==> src/rtl/fpga_seq_pkg.sv <==
// Shared types and constants for the FPGA reset/boot sequencer.
//   seq_state_e : sequencer state encoding, also exported on state_o for debug
//   SYNC_STAGES : depth of the asynchronous-input synchronisers
package fpga_seq_pkg;

  localparam int unsigned SYNC_STAGES = 2;

  typedef enum logic [1:0] {
    WAIT_LOCK = 2'd0,
    HOLD      = 2'd1,
    RUN       = 2'd2,
    DONE      = 2'd3
  } seq_state_e;

endpackage

==> src/rtl/fpga_debounce.sv <==
// Button synchroniser and debouncer.
//   clk        : sampling clock
//   rst_n      : asynchronous active-low reset
//   btn_raw    : raw, asynchronous, bouncing button level
//   btn_stable : debounced level; follows the synchronised button only after
//                it has disagreed for DEBOUNCE_CYCLES consecutive cycles
module fpga_debounce
  import fpga_seq_pkg::*;
#(
  parameter int unsigned DEBOUNCE_CYCLES = 1_000_000
) (
  input  logic clk,
  input  logic rst_n,
  input  logic btn_raw,
  output logic btn_stable
);

  localparam int unsigned CW = $clog2(DEBOUNCE_CYCLES);

  logic [SYNC_STAGES-1:0] sync_q;
  logic [CW-1:0]          cnt_q;
  logic                   btn_sync;

  assign btn_sync = sync_q[SYNC_STAGES-1];

  always_ff @(posedge clk or negedge rst_n) begin
    if (!rst_n) begin
      sync_q     <= '0;
      cnt_q      <= '0;
      btn_stable <= 1'b0;
    end else begin
      sync_q <= {sync_q[SYNC_STAGES-2:0], btn_raw};
      if (btn_sync == btn_stable) begin
        cnt_q <= '0;
      end else if (cnt_q == CW'(DEBOUNCE_CYCLES - 1)) begin
        btn_stable <= btn_sync;
        cnt_q      <= '0;
      end else begin
        cnt_q <= cnt_q + 1'b1;
      end
    end
  end

endmodule

==> src/rtl/fpga_reset_boot_sequencer.sv <==
// Reset and run-status controller between the clock wizard and the SoC.
// Holds the SoC in reset until PLL lock plus a hold time, debounces the board
// reset button, latches the SoC exit status and drives a status LED.
//   clk_i        : clock-wizard output clock
//   rst_ni       : asynchronous active-low block reset
//   pll_locked_i : clock-wizard lock (asynchronous)
//   rst_btn_i    : raw board reset button, active-high (asynchronous)
//   exit_valid_i : SoC exit strobe
//   exit_value_i : SoC exit value, sampled with exit_valid_i
//   soc_rst_no   : registered active-low SoC reset
//   exit_code_o  : latched first exit value
//   exit_done_o  : high while in DONE
//   status_led_o : state indication LED
//   state_o      : current state encoding
module fpga_reset_boot_sequencer
  import fpga_seq_pkg::*;
#(
  parameter int unsigned DEBOUNCE_CYCLES   = 1_000_000,
  parameter int unsigned RESET_HOLD_CYCLES = 1024,
  parameter int unsigned LED_COUNT_LENGTH  = 27
) (
  input  logic        clk_i,
  input  logic        rst_ni,
  input  logic        pll_locked_i,
  input  logic        rst_btn_i,
  input  logic        exit_valid_i,
  input  logic [31:0] exit_value_i,
  output logic        soc_rst_no,
  output logic [31:0] exit_code_o,
  output logic        exit_done_o,
  output logic        status_led_o,
  output logic [1:0]  state_o
);

  localparam int unsigned HW = (RESET_HOLD_CYCLES > 1) ? $clog2(RESET_HOLD_CYCLES) : 1;

  seq_state_e                  state_q, state_d;
  logic [SYNC_STAGES-1:0]      lock_sync_q;
  logic                        lock_sync;
  logic                        btn_stable;
  logic [HW-1:0]               hold_cnt_q;
  logic [LED_COUNT_LENGTH-1:0] led_cnt_q;
  logic                        hold_entry;
  logic                        exit_take;

  assign lock_sync = lock_sync_q[SYNC_STAGES-1];

  fpga_debounce #(
    .DEBOUNCE_CYCLES(DEBOUNCE_CYCLES)
  ) u_btn_debounce (
    .clk       (clk_i),
    .rst_n     (rst_ni),
    .btn_raw   (rst_btn_i),
    .btn_stable(btn_stable)
  );

  // Priority: lock loss, then button, then exit strobe.
  always_comb begin
    state_d = state_q;
    if (!lock_sync) begin
      state_d = WAIT_LOCK;
    end else begin
      case (state_q)
        WAIT_LOCK: state_d = HOLD;
        HOLD: begin
          if (!btn_stable && hold_cnt_q == HW'(RESET_HOLD_CYCLES - 1)) state_d = RUN;
        end
        RUN: begin
          if (btn_stable)        state_d = HOLD;
          else if (exit_valid_i) state_d = DONE;
        end
        DONE: begin
          if (btn_stable) state_d = HOLD;
        end
        default: state_d = WAIT_LOCK;
      endcase
    end
  end

  assign hold_entry = (state_d == HOLD) && (state_q != HOLD);
  assign exit_take  = (state_q == RUN) && (state_d == DONE);

  always_ff @(posedge clk_i or negedge rst_ni) begin
    if (!rst_ni) begin
      state_q     <= WAIT_LOCK;
      lock_sync_q <= '0;
      hold_cnt_q  <= '0;
      led_cnt_q   <= '0;
      exit_code_o <= '0;
      soc_rst_no  <= 1'b0;
    end else begin
      state_q     <= state_d;
      lock_sync_q <= {lock_sync_q[SYNC_STAGES-2:0], pll_locked_i};
      led_cnt_q   <= led_cnt_q + 1'b1;
      // Driven from the next state so the SoC reset edge coincides with the state edge.
      soc_rst_no  <= (state_d == RUN) || (state_d == DONE);
      // Counter is zero on every HOLD entry because it is held clear outside HOLD.
      if (state_q != HOLD || state_d != HOLD || btn_stable) hold_cnt_q <= '0;
      else                                                  hold_cnt_q <= hold_cnt_q + 1'b1;
      if (hold_entry)     exit_code_o <= '0;
      else if (exit_take) exit_code_o <= exit_value_i;
    end
  end

  assign state_o     = state_q;
  assign exit_done_o = (state_q == DONE);

  always_comb begin
    status_led_o = 1'b0;
    case (state_q)
      WAIT_LOCK: status_led_o = 1'b0;
      HOLD:      status_led_o = 1'b1;
      RUN:       status_led_o = led_cnt_q[LED_COUNT_LENGTH-1];
      DONE:      status_led_o = (exit_code_o == '0) ? 1'b1 : led_cnt_q[LED_COUNT_LENGTH-3];
      default:   status_led_o = 1'b0;
    endcase
  end

endmodule

==> config.mk <==
export PLATFORM = sky130hd
export DESIGN_NAME = fpga_reset_boot_sequencer
export DESIGN_NICKNAME = d
export VERILOG_FILES = /design/src/rtl/fpga_seq_pkg.sv /design/src/rtl/fpga_debounce.sv /design/src/rtl/fpga_reset_boot_sequencer.sv
export SDC_FILE = /design/constraint.sdc
export NUM_CORES = 1
export LEC_CHECK = 0
export ABC_AREA = 1
export CELL_PAD_IN_SITES_DETAIL_PLACEMENT = 2
export CELL_PAD_IN_SITES_GLOBAL_PLACEMENT = 2
export CORE_ASPECT_RATIO = 1.1
export CORE_MARGIN = 4
export CORE_UTILIZATION = 33
export DETAILED_ROUTE_END_ITERATION = 6
export GPL_ROUTABILITY_DRIVEN = 0
export GPL_TIMING_DRIVEN = 0
export PLACE_DENSITY = 0.83
export SETUP_SLACK_MARGIN = 0.2
export SKIP_LAST_GASP = 1
export SLEW_MARGIN = 30
export SYNTH_ARGS = -nofsm -noshare
export SYNTH_HDL_FRONTEND = slang
export SYNTH_SLANG_ARGS = --single-unit
==> constraint.sdc <==
create_clock -name clk_i -period 1.7 [get_ports clk_i]
set_input_delay 0.34 -clock clk_i [delete_from_list [all_inputs] [get_ports clk_i]]
set_output_delay 0.34 -clock clk_i [all_outputs]
set_load 0.1 [all_outputs]
==> results_tabular.tex <==
\begin{tabular}{lr}
\hline
Metric & Value \\
\hline
\multicolumn{2}{l}{\textbf{Route}} \\
\quad Vias per Instance & 5.45 \\
\quad Wire length per cell & between 20 and 30 µm \\
\quad 1st-pass router iterations & 5 \\
\quad Total number of vias & 5030 \\
\quad Total DRC errors in the routed layout & 0 \\
\quad Final Routed Wirelength & between 20000 and 30000 µm \\
\quad Remaining number of nets flagged by the antenna check after routing & 0 \\
\quad Number of DRC markers in iteration 0 & roughly 270 \\
\multicolumn{2}{l}{\textbf{Synthesis}} \\
\quad Area of the mapped netlist & $\sim$5000 µm² \\
\quad Cell accounting for the most synthesized area & dfrtp\_1 \\
\quad Syn Inst Count & between 500 and 600 \\
\quad Post-synth cell types & 30 \\
\quad Number of synthesis warnings & 0 \\
\quad Share of synthesized registers carrying an async set or reset & 1.00 \\
\quad Net count after synthesis & roughly 600 \\
\quad Top flip-flop cell by instance count after synthesis & dfrtp\_1 \\
\quad Synth Area per Inst & 8.88 µm² \\
\quad Yosys top cell area share & 0.484 \\
\quad Cell types occupying the most area after synthesis & dfrtp\_1 (48\%), nand2\_1 (9.7\%), nand3\_2 (6.8\%) \\
\quad Most numerous cell in the Yosys netlist & nand2\_1 \\
\quad Proportion of synthesized chip area in sequential cells & 0.484 \\
\quad Number of flops mapped to enable cells by yosys & 0 \\
\quad Ranking of synthesized cells by instance count & nand2\_1 (129), dfrtp\_1 (97), nor2\_1 (78), inv\_1 (47), nand4\_1 (40) \\
\quad \#FFs+latches synth & 97 \\
\multicolumn{2}{l}{\textbf{Global routing}} \\
\quad Initial antenna violation count & 0 \\
\quad Overflow after GRT & 0 \\
\quad Vias in the first global route & between 5000 and 6000 \\
\quad Wire length of the first global-routing pass & between 30000 and 40000 µm \\
\quad Global Route Usage Sum & 0.241 \\
\quad Pin count of the biggest net entering global routing & between 50 and 60 \\
\multicolumn{2}{l}{\textbf{Pwr}} \\
\quad Leakage component of the power & approximately 3.6 nW \\
\quad Net switching power & 1.31 mW \\
\quad Maximum VDD drop & around 0.0009 V \\
\quad Part of the power in the clock network & 0.442 \\
\quad Combinational fraction of design power & 0.084 \\
\quad Total internal power & $\sim$3.6 mW \\
\quad Part of the power in registers & 0.474 \\
\quad Sw Ratio & 0.266 \\
\quad Power per unit of standard cell area & around 620 nW/µm² \\
\multicolumn{2}{l}{\textbf{Setup path}} \\
\quad Reg2Reg Capture Point & exit\_code\_o[5]\$\_DFFE\_PN0P\_ \\
\quad Arrival @ worst endpoint & 1900 ps \\
\quad Max FO, Critical Path & 3 \\
\quad Data required time at the worst endpoint & between 1000 and 1500 ps \\
\quad Critical Setup Path Class & reg2out \\
\quad Critical Path Sink Type & output port \\
\quad Worst-case reg-to-reg path depth & 10 \\
\quad Setup slack of the most critical reg-to-reg path & -210 ps \\
\quad Setup crit start kind & register \\
\quad Crit Reg-Reg Startpoint & state\_o[0]\$\_DFF\_PN0\_ \\
\multicolumn{2}{l}{\textbf{Timing}} \\
\quad Final-report max-slew violation count & 0 \\
\quad Least setup slack across all paths after layout & -542 ps \\
\quad Fmax & about 450 MHz \\
\quad Ratio of final minimum period to clock period & 1.32 \\
\quad Final period demand of the worst path & between 2000 and 2500 ps \\
\quad Setup violation total in the final timing report & 45 \\
\quad Setup repair after global routing missed its margin & true \\
\quad Relative max-transition margin & 0.334 \\
\quad Setup tns final & -7340 ps \\
\quad Hold Violations, Final & 0 \\
\quad Transition time at the pin with the least slew margin & about 1000 ps \\
\quad Post-Route Skew & 11.0 ps \\
\multicolumn{2}{l}{\textbf{Placed design}} \\
\quad Total placed instance area & 6130 µm² \\
\quad Detailed Place HPWL & roughly 11000 µm \\
\quad Number of instances in the placed design & a little over 800 \\
\quad Port-buffer cells & 73 \\
\multicolumn{2}{l}{\textbf{CTS}} \\
\quad Root Buffer Master & clkbuf\_16 \\
\quad TritonCTS Buffers & 9 \\
\quad Clock transition time at the flip-flop clock pins of the worst setup and hold paths & roughly 80 ps \\
\quad H-tree levels & 3 \\
\quad \# clock sinks & 97 \\
\quad Maximum buffer depth of the clock tree & 2 \\
\quad Clock tree from TritonCTS & built \\
\quad Later-pin clock latency in the skew report & between 300 and 400 ps \\
\multicolumn{2}{l}{\textbf{Finish}} \\
\quad Fill cell instance count of the final layout & $\sim$1500 \\
\quad Share of the core filled with cells in the final layout & 0.542 \\
\quad Share of final-layout standard cells stronger than drive strength 1 & 0.483 \\
\quad \# nets final & about 770 \\
\quad Finished Layout Cells & 923 \\
\quad Finished Cell Area & a little under 8000 µm² \\
\quad Signed area change from the synthesized netlist to the final layout & 58.7\% \\
\quad Diodes inserted & 0 \\
\multicolumn{2}{l}{\textbf{Run}} \\
\quad Max-cap violations & 0 \\
\multicolumn{2}{l}{\textbf{Hold path}} \\
\quad Classification of the worst-slack hold path & reg2reg \\
\quad Startpoint of the lowest-slack hold path & lock\_sync\_q[0]\$\_DFF\_PN0\_ \\
\quad Worst Hold Depth & 0 \\
\quad Endpoint with the worst hold slack & lock\_sync\_q[1]\$\_DFF\_PN0\_ \\
\multicolumn{2}{l}{\textbf{Floorplanning}} \\
\quad Top-level port count & 74 \\
\quad Initial standard-cell utilization of the core & 0.341 \\
\quad Vertical die dimension & approximately 140 µm \\
\quad Overall die width & approximately 130 µm \\
\quad Die area & about 17000 µm² \\
\quad Core Region & between 10000 and 15000 µm² \\
\quad Std-Cell Rows & between 40 and 50 \\
\multicolumn{2}{l}{\textbf{Run status}} \\
\quad Failing checks & negative setup slack \\
\quad Run status & finished with violations \\
\hline
\end{tabular}
-- routing by layer --
| metal | track usage | part of all wire | up-vias |
|---|---|---|---|
| li1 | - | - | 2161 |
| met1 | 0.262 | 0.38 | 2634 |
| met2 | 0.454 | 0.54 | 166 |
| met3 | 0.0341 | 0.032 | 69 |
| met4 | 0.128 | 0.044 | 0 |
| met5 | 0 | 0 | - |
-- layout make-up --
cell class                 instances  area (µm²)  share of cell area
buffer                            15         210              0.0264
clock buffer                      12         267              0.0335
clock inverter                     4        26.3             0.00330
inverter                          53         220              0.0277
multi-input combinational        400        2910               0.366
sequential                        97        2530               0.318
tap                              192         240              0.0302
timing repair buffer             150        1550               0.194
-- cell families after synthesis --
| logic type | share of synthesized area |
|---|---|
| adders and majority gates | 0.00749 |
| xor gates and xnor gates | 0.0612 |
| AOI/OAI and AO/OA | 0.0175 |
| DFF | 0.484 |
| buffers and inverters | 0.0694 |
| and+or+nand+nor | 0.360 |
-- worst max-delay path by stage --
stage	from	to	slack (ps)
global route	exit_code_o[10]$_DFFE_PN0P_	status_led_o	-590
floorplan	exit_code_o[31]$_DFFE_PN0P_	status_led_o	-270
CTS	exit_code_o[6]$_DFFE_PN0P_	status_led_o	-410
detailed placement	exit_code_o[27]$_DFFE_PN0P_	status_led_o	-1040
global placement	rst_ni	exit_code_o[21]$_DFFE_PN0P_	-4330
finish	exit_code_o[10]$_DFFE_PN0P_	status_led_o	-540
-- power groups by stage --
stage                     Sequential (mW)  Clock (mW)  Combinational [mW]
after floorplan                      2.39           0              0.0821
after global placement               2.38           0               0.254
after detailed placement             2.38           0               0.268
after CTS                            2.34        2.09               0.340
after global routing                 2.34        2.33               0.436
final                                2.34        2.18               0.415
-- worst max-delay path, stage by stage (launching register included) --
cell and delay [ps]:
dfrtp_2 450, nor2_1 130, nand2_1 140, nor2_2 130
nand4_1 220, a21oi_4 250, buf_12 190
-- placed cells by master, fill, tap and decap left out, types with 5 or more instances in the layout --
cell type / synthesis / layout
nand2_2: 6 / 31
dfrtp_4: 0 / 20
dfrtp_1: 97 / 56
inv_2: 6 / 5
buf_4: 3 / 73
nand3_2: 34 / 26
dfrtp_2: 0 / 21
buf_12: 3 / 14
buf_6: 1 / 28
nor3_2: 2 / 9
inv_1: 47 / 43
xnor2_1: 11 / 11
nor2_2: 9 / 24
clkdlybuf4s50_1: 0 / 35
nand3_4: 2 / 16
nand2_1: 129 / 98
nand3b_1: 5 / 5
nand4_1: 40 / 40
clkbuf_16: 0 / 9
buf_16: 0 / 7
nor2_1: 78 / 36
nor2_4: 4 / 31
xor2_1: 24 / 23
nand3_1: 21 / 15
a21oi_1: 8 / 5
-- repair_timing --
item / in CTS / in global routing
gates cloned: 8 / 0
hold buffers: 1 / 0
endpoints found under the setup margin: 103 / 85
resized for setup: 278 / 163
pin swaps: 13 / 31
hold endpoints to repair: 41 / 0
buffers inserted: 31 / 37
-- per-stage QoR --
| stage | hold slack, ps | setup WS (ps) | power (mW) |
|---|---|---|---|
| 2_1_floorplan | 44.4 | -274 | 2.47 |
| 3_3_place_gp | 346 | -4330 | 2.63 |
| 3_5_place_dp | 300 | -1040 | 2.65 |
| 4_1_cts | 368 | -413 | 4.76 |
| 5_1_grt | 404 | -585 | 5.11 |
| 6_report | 402 | -542 | 4.94 |
-- sequential cells by signal, indices dropped and copies added, names as in the netlist --
| name | cells |
|---|---|
| u_btn_debounce.sync_q | 2 |
| state_o | 2 |
| hold_cnt_q | 10 |
| exit_code_o | 32 |
| u_btn_debounce.cnt_q | 20 |
| soc_rst_no | 1 |
| led_cnt_q | 27 |
| u_btn_debounce.btn_stable | 1 |
| lock_sync_q | 2 |
(Power assumes the default switching activity.)
